[config.mk]
export PLATFORM = sky130hd
export DESIGN_NAME = sync_lock_ctrl
export DESIGN_NICKNAME = d
export VERILOG_FILES = /design/src/rtl/sync_ctrl_pkg.sv /design/src/rtl/sync_edge_win.sv /design/src/rtl/sync_lock_ctrl.sv
export SDC_FILE = /design/constraint.sdc
export NUM_CORES = 1
export LEC_CHECK = 0
export CAP_MARGIN = 20
export CORE_ASPECT_RATIO = 1.25
export CORE_MARGIN = 8
export CORE_UTILIZATION = 50
export DETAILED_ROUTE_END_ITERATION = 6
export DONT_BUFFER_PORTS = 1
export HOLD_SLACK_MARGIN = 0.1
export PLACE_DENSITY = 0.71
export SYNTH_ARGS = -nofsm -noshare
export SYNTH_HDL_FRONTEND = slang
export SYNTH_SLANG_ARGS = --single-unit
[constraint.sdc]
create_clock -name clk -period 1.9 [get_ports clk]
set_input_delay 0.285 -clock clk [delete_from_list [all_inputs] [get_ports clk]]
set_output_delay 0.285 -clock clk [all_outputs]
set_load 0.05 [all_outputs]
[src/rtl/sync_ctrl_pkg.sv]
// Shared state encodings, parameter defaults and helpers for the bit-sync lock controller.
package sync_ctrl_pkg;

  typedef enum logic [1:0] {
    SEARCH = 2'd0,
    VERIFY = 2'd1,
    LOCKED = 2'd2
  } sync_state_t;

  localparam int PERIOD_DEF   = 32;
  localparam int TOL_DEF      = 2;
  localparam int LOCK_CNT_DEF = 4;
  localparam int LOSS_CNT_DEF = 3;
  localparam int I_PHASE_DEF  = 6;
  localparam int Q_PHASE_DEF  = 22;

  localparam int PH_W  = 6;
  localparam int CNT_W = 4;

  // Saturating increment so the edge/miss counters never wrap back to zero.
  function automatic logic [CNT_W-1:0] sat_inc(input logic [CNT_W-1:0] v);
    return (v == '1) ? v : v + 1'b1;
  endfunction

endpackage

[src/rtl/sync_edge_win.sv]
// Falling-edge detector and timing-window classifier driven by the phase counter.
module sync_edge_win
  import sync_ctrl_pkg::*;
#(
  parameter int PERIOD = PERIOD_DEF,
  parameter int TOL    = TOL_DEF
) (
  input  logic            clk,
  input  logic            rst,
  input  logic            din,
  input  logic [PH_W-1:0] ph,
  input  logic            anchor_all,
  output logic            fe,
  output logic            good,
  output logic            miss
);

  localparam logic [PH_W-1:0] LATE_LO  = PH_W'(PERIOD - 1 - TOL);
  localparam logic [PH_W-1:0] EARLY_HI = PH_W'(TOL - 1);
  localparam logic [PH_W-1:0] TOL_PH   = PH_W'(TOL);

  logic din_d;
  logic hit;

  assign fe   = !din && din_d;
  assign good = (ph >= LATE_LO) || (ph <= EARLY_HI);
  assign miss = (ph == TOL_PH) && !hit && !fe;

  // Any edge that re-anchors the phase also counts as this window's hit,
  // otherwise a fresh anchor outside LOCKED would be followed by a spurious miss.
  always_ff @(posedge clk or posedge rst) begin
    if (rst) begin
      din_d <= 1'b0;
      hit   <= 1'b0;
    end else begin
      din_d <= din;
      if (fe && (good || anchor_all))
        hit <= 1'b1;
      else if (ph == TOL_PH)
        hit <= 1'b0;
    end
  end

endmodule

[src/rtl/sync_lock_ctrl.sv]
// Bit-timing lock controller: acquires a falling-edge carrier, flywheels through
// jitter and dropouts, and emits in-phase / quadrature strobes while locked.
module sync_lock_ctrl
  import sync_ctrl_pkg::*;
#(
  parameter int PERIOD   = PERIOD_DEF,
  parameter int TOL      = TOL_DEF,
  parameter int LOCK_CNT = LOCK_CNT_DEF,
  parameter int LOSS_CNT = LOSS_CNT_DEF,
  parameter int I_PHASE  = I_PHASE_DEF,
  parameter int Q_PHASE  = Q_PHASE_DEF
) (
  input  logic       clk,
  input  logic       rst,
  input  logic       en,
  input  logic       din,
  output logic       Isync,
  output logic       Qsync,
  output logic       lock,
  output logic [1:0] state
);

  localparam logic [PH_W-1:0]  PH_LAST = PH_W'(PERIOD - 1);
  localparam logic [PH_W-1:0]  I_PH    = PH_W'(I_PHASE);
  localparam logic [PH_W-1:0]  Q_PH    = PH_W'(Q_PHASE);
  localparam logic [CNT_W-1:0] LOCK_N  = CNT_W'(LOCK_CNT);
  localparam logic [CNT_W-1:0] LOSS_N  = CNT_W'(LOSS_CNT);

  sync_state_t      st;
  logic [PH_W-1:0]  ph;
  logic [CNT_W-1:0] good_cnt;
  logic [CNT_W-1:0] miss_cnt;
  logic [CNT_W-1:0] good_inc;
  logic [CNT_W-1:0] miss_inc;
  logic             fe;
  logic             good;
  logic             miss;
  logic             anchor_all;
  logic             anchor;

  // Outside LOCKED every edge re-anchors; in LOCKED only in-window edges do.
  assign anchor_all = (st != LOCKED);
  assign anchor     = en && fe && (anchor_all || good);
  assign good_inc   = sat_inc(good_cnt);
  assign miss_inc   = sat_inc(miss_cnt);
  assign state      = st;

  sync_edge_win #(
    .PERIOD (PERIOD),
    .TOL    (TOL)
  ) u_edge_win (
    .clk        (clk),
    .rst        (rst),
    .din        (din),
    .ph         (ph),
    .anchor_all (anchor_all),
    .fe         (fe),
    .good       (good),
    .miss       (miss)
  );

  always_ff @(posedge clk or posedge rst) begin
    if (rst) begin
      st       <= SEARCH;
      ph       <= '0;
      good_cnt <= '0;
      miss_cnt <= '0;
      Isync    <= 1'b0;
      Qsync    <= 1'b0;
      lock     <= 1'b0;
    end else if (!en) begin
      st       <= SEARCH;
      ph       <= '0;
      good_cnt <= '0;
      miss_cnt <= '0;
      Isync    <= 1'b0;
      Qsync    <= 1'b0;
      lock     <= 1'b0;
    end else begin
      Isync <= (st == LOCKED) && (ph == I_PH);
      Qsync <= (st == LOCKED) && (ph == Q_PH);
      if (anchor || ph == PH_LAST)
        ph <= '0;
      else
        ph <= ph + 1'b1;

      case (st)
        SEARCH: begin
          if (fe) begin
            good_cnt <= '0;
            miss_cnt <= '0;
            st       <= VERIFY;
          end
        end
        VERIFY: begin
          if (fe) begin
            if (good) begin
              good_cnt <= good_inc;
              if (good_inc == LOCK_N) begin
                st       <= LOCKED;
                miss_cnt <= '0;
                lock     <= 1'b1;
              end
            end else begin
              good_cnt <= '0;
            end
          end else if (miss) begin
            st <= SEARCH;
          end
        end
        LOCKED: begin
          if (fe && good) begin
            miss_cnt <= '0;
          end else if (miss) begin
            miss_cnt <= miss_inc;
            if (miss_inc == LOSS_N) begin
              st   <= SEARCH;
              lock <= 1'b0;
            end
          end
        end
        default: begin
          st   <= SEARCH;
          lock <= 1'b0;
        end
      endcase
    end
  end

endmodule

==> out/qor.yml <==
die:
  initial_utilization: 0.524
  fp.dieArea_mm2: 0.00446
  core_mm2: 0.00245
  chipHeight_um: 72.7
  std_cell_rows: 20
  chipWidth_um: 61.4
  io-pin-count: 9
critical_path:
  worst_path_max_delay_cell: "dfrtp_1"
  timing.critical_path.required_ns: 2.14
  cpPeakStageDelay_ns: 0.39
  r2r-start: "ph[0]"
  critical_register_to_register_path_endpoint: "good_cnt[3]"
  crit_arrival_ns: 2.02
  timing_worst_setup_path_type: "reg -> reg"
  cp-start-kind: "flop"
  setup_crit_end_kind: "flop"
  slack_of_the_worst_reg_to_reg_path_ns: 0.12
  cp_cell_sequence: "inv_1 > ha_1 > nor2b_1 > o21ai_1 > and2_4 > and4_4 > a41oi_2 > a21oi_2"
  critPathMaxFanout: 8
  worstRegToRegCells: 8
timing:
  rsz0062_at_grt: "false"
  final_period_util: 0.938
  final.setup_skew_ns: 0.00562
  layout_setup_ws_ns: 0.119
  period_minus_slack_ns: 1.78
  finalSetupViolations: 0
  timing.fmax_ghz: 0.561
  worst-slew-pin-transition_ns: 0.782
  timing_hold_violations_final: 0
  relSlewSlack: 0.478
  finalSetupTns_ns: 0
  slew_violations: 0
logic_synthesis:
  ys_top_cells_by_area: "dfrtp_1 (41%), ha_1 (5.8%), nor2_1 (4.1%)"
  synth_warnings: 0
  yosysTopAreaCellShare: 0.409
  synth-seq-cells: 21
  syn_area_per_cell_um2: 9.25
  synth-main-ff-cell: "dfrtp_1"
  synth_seq_area_share: 0.409
  synth.cell_area_mm2: 0.00129
  yosys.area.top_type: "dfrtp_1"
  commonest_cells_in_the_synthesized_netlist: "dfrtp_1 (21), nor2_1 (14), a21oi_1 (9), nand2_1 (9), nand3_1 (9)"
  synth.most_common_cell: "dfrtp_1"
  synthesis.instances: 139
  async_reset_ff_frac: 1.00
  synth_cell_type_count: 41
  synth_edf_count: 0
  synth.net_count: 149
clock_network:
  clock_insertion_delay_worst_skew_ns: 0.30
  cts_tree: "built"
  cts_post_setup_buffers_inserted: 0
  cts-htree-levels: 1
  root_buffer: "clkbuf_4"
  cts-buffers-inserted: 3
  cts_num_sinks: 21
  worst_setup_hold_path_clk_slew_ns: 0.11
  cts-root-to-sink-buffers: 2
grt:
  grt_pass1_wl_um: 4150
  via_count_of_the_first_global_routing_pass: 1002
  grt-ovfl-total: 0
  track_usage: 0.120
  grt_max_degree: 22
  initial_antenna_violation_count: 0
cells_and_area:
  finish.cell_count_without_fillers: 181
  post_route_cells_drive_above_1_share: 0.182
  final_net_count: 159
  synthToLayoutAreaGrowth_pct: 10.9
  insertedDiodeCount: 0
  n_fill_cell: 257
min_path:
  hold-path-endpoint: "Qsync"
  hold_class: "in -> reg"
  timing.hold.worst_path_depth: 2
  holdCritStartpoint: "en"
route:
  drt_drc_violations_left: 0
  dr_wl_met3_um: 100
  route.top_layer_used: "met4"
  drtAntennaViolNets: 0
  wl_per_cell_um: 13.4
  route.met2.wl_um: 1220
  num_vias: 1035
  avgViaCountPerCell: 5.72
  wl_met1_um: 1040
  dr.first_iter.drc_count: 16
  wl_um: 2430
  first_pass_iters: 4
place:
  routabilityCongestion: 0.844
  dpl_worst_slack_ns: 0.0255
  detailedPlacementHpwl_um: 1810
  count_of_placed_standard_cells_including_taps: 173
  io_buffers: 0
outcome:
  outcome: "completed"
pwr:
  peakVddDrop_uv: 475
  power_density_mw_per_mm2: 547
  total_leakage_power_uw: 0.000588
run:
  max-cap-violations: 0
-- routing by layer --
metal / vias to the layer above / track usage
li1: 511 / -
met4: 0 / 0.0660
met2: 21 / 0.211
met1: 496 / 0.126
met5: - / 0
met3: 7 / 0.0247
-- worst max-delay path by stage --
stage | start | endpoint | slack (ns) | cells past startpoint
after floorplan | ph[0] | good_cnt[3] | 0.1 | 10
after global placement | ph[0] | good_cnt[3] | 0.09 | 8
after detailed placement | ph[0] | good_cnt[3] | 0.03 | 8
after CTS | ph[0] | good_cnt[3] | 0.02 | 8
after global routing | u_edge_win.din_d | miss_cnt[3] | 0.004 | 6
final | ph[0] | good_cnt[3] | 0.12 | 8
-- registers in the layout, summed over array words and instances, names as in the netlist --
| name | cells |
|---|---|
| ph | 6 |
| lock | 1 |
| good_cnt | 4 |
| Qsync | 1 |
| miss_cnt | 4 |
| state | 2 |
| u_edge_win.hit | 1 |
| u_edge_win.din_d | 1 |
| Isync | 1 |
-- cells by family (layout without fill, tap and decap cells) --
family / count (synthesis) / in the layout / share of synthesized area
compound gates: 39 / 39 / 0.209
xor+xnor: 5 / 5 / 0.0341
fa+ha+maj: 6 / 6 / 0.0584
buf+inv: 14 / 23 / 0.0632
flops: 21 / 21 / 0.409
simple gates: 54 / 54 / 0.227
-- placed cells by master, fill, tap and decap left out, types with 4 or more instances in the layout --
| cell | synthesis | layout |
|---|---|---|
| a21oi_1 | 9 | 9 |
| buf_4 | 1 | 8 |
| dfrtp_1 | 21 | 21 |
| dlygate4sd3_1 | 0 | 4 |
| ha_1 | 6 | 5 |
| inv_1 | 7 | 7 |
| nand2_1 | 9 | 9 |
| nand3_1 | 9 | 9 |
| nor2_1 | 14 | 13 |
| nor3b_1 | 4 | 4 |
| o21ai_0 | 8 | 8 |
| o21ai_1 | 4 | 4 |
-- area by class of cell --
class | instances | area (um^2) | share of cell area
tap | 33 | 41.3 | 0.0289
inverter | 7 | 26.3 | 0.0184
timing repair buffer | 12 | 100 | 0.0702
multi-input combinational | 104 | 707 | 0.496
sequential | 21 | 526 | 0.368
clock buffer | 4 | 26.3 | 0.0184
-- stage by stage --
step | util | cell area (um^2) | hold WS [ns] | total power [uW]
global route | 0.582 | 1430 | 0.116 | 824
floorplan | - | 1290 | 0.262 | 551
global placement | 0.543 | 1330 | 0.317 | 560
CTS | 0.567 | 1390 | 0.110 | 777
detailed placement | 0.543 | 1330 | 0.317 | 563
finish | 0.582 | 1430 | 0.127 | 780
-- critical path: cells and delay by family, from the launching register on --
family                     cells  cell delay (ns)
adders and majority gates      1             0.22
DFF                            1             0.39
buffers and inverters          1             0.07
AOI/OAI and AO/OA              3             0.42
and+or+nand+nor                3             0.63
-- where the power goes --
part	total (uW)	switching (uW)	internal [uW]
logic	101	58.9	41.7
clock network	212	130	81.9
registers	467	10.4	457
total	780	200	580
-- timing repair --
item	in CTS	in global routing
hold endpoints to repair	23	1
gates resized for setup	1	8
pin swaps	0	3
setup endpoints to repair	1	12
hold buffers	3	1
gates cloned	0	0
Power figures use the tool's default switching activity.
